==> config.mk <==
export PLATFORM = sky130hd
export DESIGN_NAME = uart_rx_frame
export DESIGN_NICKNAME = d
export VERILOG_FILES = /design/src/rtl/uart_pkg.sv /design/src/rtl/uart_baud_tick.sv /design/src/rtl/uart_rx_frame.sv
export SDC_FILE = /design/constraint.sdc
export NUM_CORES = 1
export LEC_CHECK = 0
export CAP_MARGIN = 20
export CORE_MARGIN = 4
export CORE_UTILIZATION = 23
export CTS_BUF_LIST = sky130_fd_sc_hd__clkbuf_4
export DETAILED_ROUTE_END_ITERATION = 8
export DONT_BUFFER_PORTS = 1
export MAX_ROUTING_LAYER = met4
export SKIP_CTS_REPAIR_TIMING = 1
export SYNTH_ARGS = -nofsm -noshare
export SYNTH_HDL_FRONTEND = slang
export SYNTH_SLANG_ARGS = --single-unit
==> constraint.sdc <==
create_clock -name clk -period 2.15 [get_ports clk]
set_input_delay 0.645 -clock clk [delete_from_list [all_inputs] [get_ports clk]]
set_output_delay 0.645 -clock clk [all_outputs]
set_load 0.02 [all_outputs]
==> src/rtl/uart_pkg.sv <==
// Shared UART definitions: receiver FSM encoding, baud divider rounding, counter widths.
// Used by uart_rx_frame and uart_baud_tick (and the matching transmitter).
package uart_pkg;

  typedef enum logic [2:0] {
    ST_IDLE,
    ST_START,
    ST_DATA,
    ST_PARITY,
    ST_STOP,
    ST_BREAK
  } rx_state_e;

  // Clocks per oversample tick, rounded to nearest.
  function automatic int calc_div(input int clk_hz, input int baud, input int oversample);
    return (clk_hz + (baud * oversample) / 2) / (baud * oversample);
  endfunction

  function automatic int bit_cnt_w(input int data_bits);
    return $clog2(data_bits + 1);
  endfunction

  function automatic int tick_cnt_w(input int oversample);
    return $clog2(oversample);
  endfunction

  localparam int DEF_CLK_HZ     = 25_000_000;
  localparam int DEF_BAUD       = 115_200;
  localparam int DEF_OVERSAMPLE = 16;
  localparam int DEF_DATA_BITS  = 8;
  localparam int DEF_DIV        = calc_div(DEF_CLK_HZ, DEF_BAUD, DEF_OVERSAMPLE);
  localparam int BIT_CNT_W      = bit_cnt_w(DEF_DATA_BITS);
  localparam int TICK_CNT_W     = tick_cnt_w(DEF_OVERSAMPLE);

endpackage

==> src/rtl/uart_baud_tick.sv <==
// Oversample strobe generator: one-clk tick every DIV clocks; clr restarts the phase.
module uart_baud_tick #(
  parameter int DIV = 14
) (
  input  logic clk,
  input  logic rst,
  input  logic clr,
  output logic tick
);

  localparam int CW = (DIV > 1) ? $clog2(DIV) : 1;
  localparam logic [CW-1:0] LAST = CW'(DIV - 1);

  logic [CW-1:0] cnt;

  // NOTE: state registers use non-blocking assignments so every flop sees pre-edge values.
  always_ff @(posedge clk) begin
    if (rst || clr) begin
      cnt <= '0;
    end else if (cnt == LAST) begin
      cnt <= '0;
    end else begin
      cnt <= cnt + CW'(1);
    end
  end

  assign tick = (cnt == LAST) && !clr;

endmodule

==> src/rtl/uart_rx_frame.sv <==
// Oversampling UART receiver (8N1; 8E1 when UART_RX_PARITY_EN is defined) with framing
// error detection, glitch-start rejection and break handling.
module uart_rx_frame
  import uart_pkg::*;
#(
  parameter int CLK_HZ     = 25_000_000,
  parameter int BAUD       = 115_200,
  parameter int OVERSAMPLE = 16,
  parameter int DATA_BITS  = 8
) (
  input  logic                 clk,
  input  logic                 rst,
  input  logic                 rx,
  output logic                 rx_vld,
  output logic [DATA_BITS-1:0] rx_data,
  output logic                 frame_err,
  output logic                 busy
`ifdef UART_RX_PARITY_EN
  ,
  output logic                 parity_err
`endif
);

  localparam int DIV = calc_div(CLK_HZ, BAUD, OVERSAMPLE);
  localparam int BCW = bit_cnt_w(DATA_BITS);
  localparam int TCW = tick_cnt_w(OVERSAMPLE);
  localparam logic [TCW-1:0] HALF_LAST = TCW'(OVERSAMPLE / 2 - 1);
  localparam logic [TCW-1:0] FULL_LAST = TCW'(OVERSAMPLE - 1);
  localparam logic [BCW-1:0] BITS_LAST = BCW'(DATA_BITS - 1);

  logic rx_meta, rx_s, rx_d;
  logic fall, tick, clr, sample_pt;

  rx_state_e            state, state_n;
  logic [TCW-1:0]       tick_cnt, tick_cnt_n;
  logic [BCW-1:0]       bit_cnt, bit_cnt_n;
  logic [DATA_BITS-1:0] shift, shift_n;
  logic [DATA_BITS-1:0] rx_data_n;
  logic                 vld_n, ferr_n;
`ifdef UART_RX_PARITY_EN
  logic                 par_bad, par_bad_n;
  logic                 perr_q, perr_n;
`endif

  // Synchroniser presets to idle-high so reset never fabricates a start edge.
  always_ff @(posedge clk) begin
    if (rst) begin
      rx_meta <= 1'b1;
      rx_s    <= 1'b1;
      rx_d    <= 1'b1;
    end else begin
      rx_meta <= rx;
      rx_s    <= rx_meta;
      rx_d    <= rx_s;
    end
  end

  assign fall = rx_d && !rx_s;

  uart_baud_tick #(.DIV(DIV)) u_tick (
    .clk  (clk),
    .rst  (rst),
    .clr  (clr),
    .tick (tick)
  );

  always_ff @(posedge clk) begin
    if (rst) begin
      state     <= ST_IDLE;
      tick_cnt  <= '0;
      bit_cnt   <= '0;
      shift     <= '0;
      rx_data   <= '0;
      rx_vld    <= 1'b0;
      frame_err <= 1'b0;
`ifdef UART_RX_PARITY_EN
      par_bad   <= 1'b0;
      perr_q    <= 1'b0;
`endif
    end else begin
      state     <= state_n;
      tick_cnt  <= tick_cnt_n;
      bit_cnt   <= bit_cnt_n;
      shift     <= shift_n;
      rx_data   <= rx_data_n;
      rx_vld    <= vld_n;
      frame_err <= ferr_n;
`ifdef UART_RX_PARITY_EN
      par_bad   <= par_bad_n;
      perr_q    <= perr_n;
`endif
    end
  end

  assign sample_pt = tick && (tick_cnt == FULL_LAST);

  // NOTE: every signal driven here gets a default first, so no path can infer a latch.
  always_comb begin
    state_n    = state;
    tick_cnt_n = tick_cnt;
    bit_cnt_n  = bit_cnt;
    shift_n    = shift;
    rx_data_n  = rx_data;
    vld_n      = 1'b0;
    ferr_n     = 1'b0;
    clr        = 1'b0;
`ifdef UART_RX_PARITY_EN
    par_bad_n  = par_bad;
    perr_n     = 1'b0;
`endif
    if (tick) tick_cnt_n = tick_cnt + TCW'(1);

    case (state)
      ST_IDLE: begin
        if (fall) begin
          state_n    = ST_START;
          clr        = 1'b1;
          tick_cnt_n = '0;
          bit_cnt_n  = '0;
        end
      end
      ST_START: begin
        // Mid-start check: a line already back high was only a glitch.
        if (tick && tick_cnt == HALF_LAST) begin
          tick_cnt_n = '0;
          state_n    = rx_s ? ST_IDLE : ST_DATA;
        end
      end
      ST_DATA: begin
        if (sample_pt) begin
          tick_cnt_n = '0;
          shift_n    = {rx_s, shift[DATA_BITS-1:1]};
          bit_cnt_n  = bit_cnt + BCW'(1);
          if (bit_cnt == BITS_LAST) begin
`ifdef UART_RX_PARITY_EN
            state_n = ST_PARITY;
`else
            state_n = ST_STOP;
`endif
          end
        end
      end
`ifdef UART_RX_PARITY_EN
      ST_PARITY: begin
        if (sample_pt) begin
          tick_cnt_n = '0;
          par_bad_n  = (^shift) ^ rx_s;
          state_n    = ST_STOP;
        end
      end
`endif
      ST_STOP: begin
        if (sample_pt) begin
          tick_cnt_n = '0;
          if (rx_s) begin
            state_n = ST_IDLE;
`ifdef UART_RX_PARITY_EN
            if (par_bad) begin
              perr_n = 1'b1;
            end else begin
              vld_n     = 1'b1;
              rx_data_n = shift;
            end
`else
            vld_n     = 1'b1;
            rx_data_n = shift;
`endif
          end else begin
            ferr_n  = 1'b1;
            state_n = ST_BREAK;
          end
        end
      end
      ST_BREAK: begin
        if (rx_s) state_n = ST_IDLE;
      end
      default: state_n = ST_IDLE;
    endcase
  end

  assign busy = (state != ST_IDLE);
`ifdef UART_RX_PARITY_EN
  assign parity_err = perr_q;
`endif

endmodule
Word-level counts from Yosys, hierarchy flattened

Cells that the tools add are included.

Add/sub/neg operators: 3
Eq/ne operators: 14
Multiplexer cells: 21
Bitwise gates (word level): 2
Reductions and logical operators: 17

Operators with widths:

| kind                  | number |
|---|---|
| $mux W4               | 6 |
| $mux W3               | 7 |
| $pmux W3 S5           | 1 |
| $add A4 B1 Y4 const B | 3 |
| $ne A2 B2 Y1 const B  | 6 |
| $pmux W4 S3           | 1 |
| $eq A4 B3 Y1 const B  | 2 |
| $eq A4 B4 Y1 const B  | 2 |
| $pmux W4 S2           | 1 |
| $eq A3 B3 Y1 const B  | 2 |
| $reduce_and A3 Y1     | 2 |
| $reduce_and A6 Y1     | 1 |
| $logic_and A1 B1 Y1   | 4 |
| $mux W1               | 4 |
| $reduce_or A2 Y1      | 2 |
| $eq A3 B1 Y1 const B  | 1 |
| $eq A3 B2 Y1 const B  | 1 |
| $logic_not A3 Y1      | 1 |
| $reduce_bool A3 Y1    | 1 |
| $reduce_or A3 Y1      | 1 |
| $logic_not A1 Y1      | 2 |
| $mux W2               | 1 |
| $not A1 Y1            | 2 |
| $reduce_and A2 Y1     | 1 |
| other kinds (2)       | 2 |

Register bits: 36
Input bits: 3
Output and inout bits: 11
Word-level logic and storage cells: 68

Depth between registers and ports, before layout

Depth after elaboration: 9
Depth in mapped cells: 7
Mapped depth without buffers: 6

Cells and area by module

From an unflattened synthesis, not the netlist that was laid out.

Cells, all modules: 173
Area, all modules: 1586.5 µm²

Modules (own cells, without submodules):

| module         | instances | cells an instance | area an instance (µm²) | sequential area each (µm²) |
|---|---|---|---|---|
| uart_rx_frame  | 1         | 155               | 1421.4                 | 640.6 |
| uart_baud_tick | 1         | 18                | 165.2                  | 80.1 |

Worst setup path after synthesis

No wires, ideal clock.

Path kind: register -> output
Start: register state[2]
End: output busy
Data arrival time: 1.042 ns
Data required time: 1.505 ns
Setup slack: 0.463 ns
Cell stages (with the launch flop): 4
Path buffers: 1
Cells stage by stage: dfxtp_1 > buf_2 > nor2_1 > nand2_1

Longest elaborated chain between the ends: 1

Ends and longest elaborated chain:

| what                   | line                 | text |
|---|---|---|
| from (decl)            | uart_rx_frame.sv:34  | `rx_state_e state, state_n;` |
| from (signal assigned) | uart_rx_frame.sv:81  | `state <= state_n;` |
| $reduce_bool A3 Y1     | uart_rx_frame.sv:181 | `assign busy = (state != ST_IDLE);` |
| to (decl)              | uart_rx_frame.sv:17  | `output logic busy` |

Every way passes these cells.

Worst setup path after layout

Same ends and word-level chain as after synthesis.

==> flow_summary.json <==
{
  "finalHoldViolations": 0,
  "overflow": 0,
  "grt_max_degree": 29,
  "numCtsBuffers": 5,
  "synth_top_family_by_area": "simple AND/OR/NAND/NOR gates",
  "fin_tns_setup_ns": 0,
  "critPathArrivalTime_ns": 1.24,
  "synthFlopType": "dfxtp_1",
  "route.vias.total": 1163,
  "cts_tree": "done",
  "cts_sinks": 36,
  "cp_num_buf_inv": 0,
  "power_density_nw_per_um2": 624,
  "async_flop_share": 0,
  "crit_path_start_kind": "register",
  "drt_iter0_drc": 42,
  "netlist.area_leader.share": 0.453,
  "synth_nets": 182,
  "slowest_delay_ns": 0.58,
  "fin_crit_sh": 0.877,
  "crit_type": "reg2out",
  "ant_nets": 0,
  "io_pins": 14,
  "port_buffers": 0,
  "p_leak_nw": 0.566,
  "synth.area.mux_share": 0.0566,
  "dieArea_um2": 8310,
  "yosys-top-cells-count": "dfxtp_1, nand2_1, nor2_1",
  "die_h_um": 91.2,
  "crit_family": "flip-flops",
  "cp.required_ns": 1.50,
  "final_cell_area_um2": 1720,
  "vias_per_cell": 4.54,
  "drcViolationCount": 0,
  "ys_ff_latch": 36,
  "finalMaxSlewViolations": 0,
  "yosysMostFrequentCell": "dfxtp_1",
  "tightest_slew_ns": 0.426,
  "cts-root-buf": "clkbuf_4",
  "status": "completed",
  "finalSetupViolations": 0,
  "fmax_ghz": 0.530,
  "avgSynthCellArea_um2": 9.09,
  "hpwl_mm": 2.18,
  "crit_fanout": 11,
  "chipWidth_um": 91.2,
  "whs_ns": 0.354,
  "yosysWarnings": 0,
  "ctsHtreeMaxLevel": 2,
  "synthXorXnorAreaFrac": 0.0440,
  "wl_per_cell_um": 12.2,
  "slowest_stage": "dfxtp_1",
  "synthAdderAreaFrac": 0.0377,
  "diodes": 0,
  "n_fill_cell": 727,
  "finalPower_mw": 1.07,
  "syn_area_um2": 1590,
  "synth_cells": 175,
  "drt-total-wl_mm": 3.11,
  "fin_skew_ns": 0.00739,
  "path_clk_slew_ns": 0.11,
  "grt_pass1_vias": 1080,
  "synth_edf_count": 0,
  "synth_compound_area_frac": 0.117,
  "fin_util": 0.255,
  "synth_cell_type_count": 42,
  "layout-drive-gt1-share": 0.119,
  "initial_core_util": 0.236,
  "grt_pass1_wl_mm": 5.23,
  "drtPass1Iterations": 4,
  "synth_top_cell_by_area": "dfxtp_1",
  "drv_cap": 0,
  "nNetsFinal": 183,
  "track_usage": 0.0810,
  "rows": 30,
  "cp_cell_sequence": "nor2_1 > nand2_1",
  "rsz0062_at_grt": "false",
  "insertion_delay_ns": 0.34,
  "gp_congestion": 0.758,
  "core_area_um2": 6760,
  "placed_area_um2": 1670,
  "synthTopCellsByArea": "dfxtp_1, mux2i_1, nand2_1",
  "worstHoldPathType": "in2reg",
  "antenna_found_initial": 0,
  "clockBufferDepth": 2,
  "ir_drop_mv": 0.134,
  "synth-simple-area-share": 0.251,
  "synthToLayoutAreaGrowth_pct": 8.10,
  "yosysSeqAreaShare": 0.453,
  "max_slew_margin": 0.713,
  "crit_path_end_kind": "output pin",
  "fin_crit_ns": 1.89
}
per-stage QoR:
stage | cells | setup WS [ns]
global placement | 249 | 0.384
detailed placement | 249 | 0.345
finish | 256 | 0.264
global route | 256 | 0.146
CTS | 256 | 0.253
floorplan | 175 | 0.463
kinds of logic (layout without fill, tap and decap cells):
group	count (synthesis)	in the layout
fa+ha+maj	5	5
buf+inv	12	13
flops	36	36
xor+xnor	8	8
mux	9	9
compound gates	28	28
simple gates	77	77
layout make-up:
type,count,area [um2],share of cell area
Multi-Input combinational cell,127,812,0.472
Sequential cell,36,721,0.419
Tap cell,80,100,0.0582
Clock buffer,6,45.0,0.0262
Timing Repair Buffer,4,30.0,0.0175
Inverter,2,7.51,0.00436
Clock inverter,1,5.00,0.00291
routing by layer:
| metal | track usage | wire length, um | vias to the layer above | part of all wire |
|---|---|---|---|---|
| met4 | 0.0339 | 42 | 0 | 0.013 |
| li1 | - | - | 610 | - |
| met5 | - | 0 | - | 0 |
| met2 | 0.113 | 1370 | 23 | 0.44 |
| met1 | 0.102 | 1500 | 526 | 0.48 |
| met3 | 0.0348 | 209 | 4 | 0.067 |
state kept, by name (all words and copies together), names as in the netlist:
register	cells
frame_err	1
rx_data	8
rx_d	1
rx_s	1
bit_cnt	4
state	3
tick_cnt	4
rx_vld	1
u_tick.cnt	4
rx_meta	1
shift	8
layout by cell type (no fill, tap or decap), types with 3 or more instances in the layout:
cell and n:
dfxtp_1 36, nand2_1 22, nor2_1 21, a21oi_1 14, mux2i_1 9, nand3_1 7
xnor2_1 6, clkbuf_4 6, nand2b_1 4, ha_1 4, buf_4 4, o21ai_0 3
or2_2 3
worst reg2reg max path, cell delays in order (launching register included):
cell and delay (ns):
dfxtp_1 0.39, ha_1 0.17, nand3_1 0.29, nor4_2 0.38
buf_4 0.25, mux2i_1 0.20, nor2_1 0.05
path summary, 6_finish.rpt:
kind            startpoint    endpoint  slack [ns]  cells after the start
max reg2reg  u_tick.cnt[0]  rx_data[4]        0.31                      6
max               state[2]        busy        0.26                      2
min                    rst      rx_vld        0.35                      1
min reg2reg        rx_meta        rx_s        0.42                      1
power by group:
group          leakage, nW  internal [mW]  switching, mW
clock               0.0315          0.133          0.222
combinational        0.243         0.0163         0.0182
sequential           0.291          0.675        0.00960
total                0.566          0.824          0.250
(Power assumes the default switching activity.)
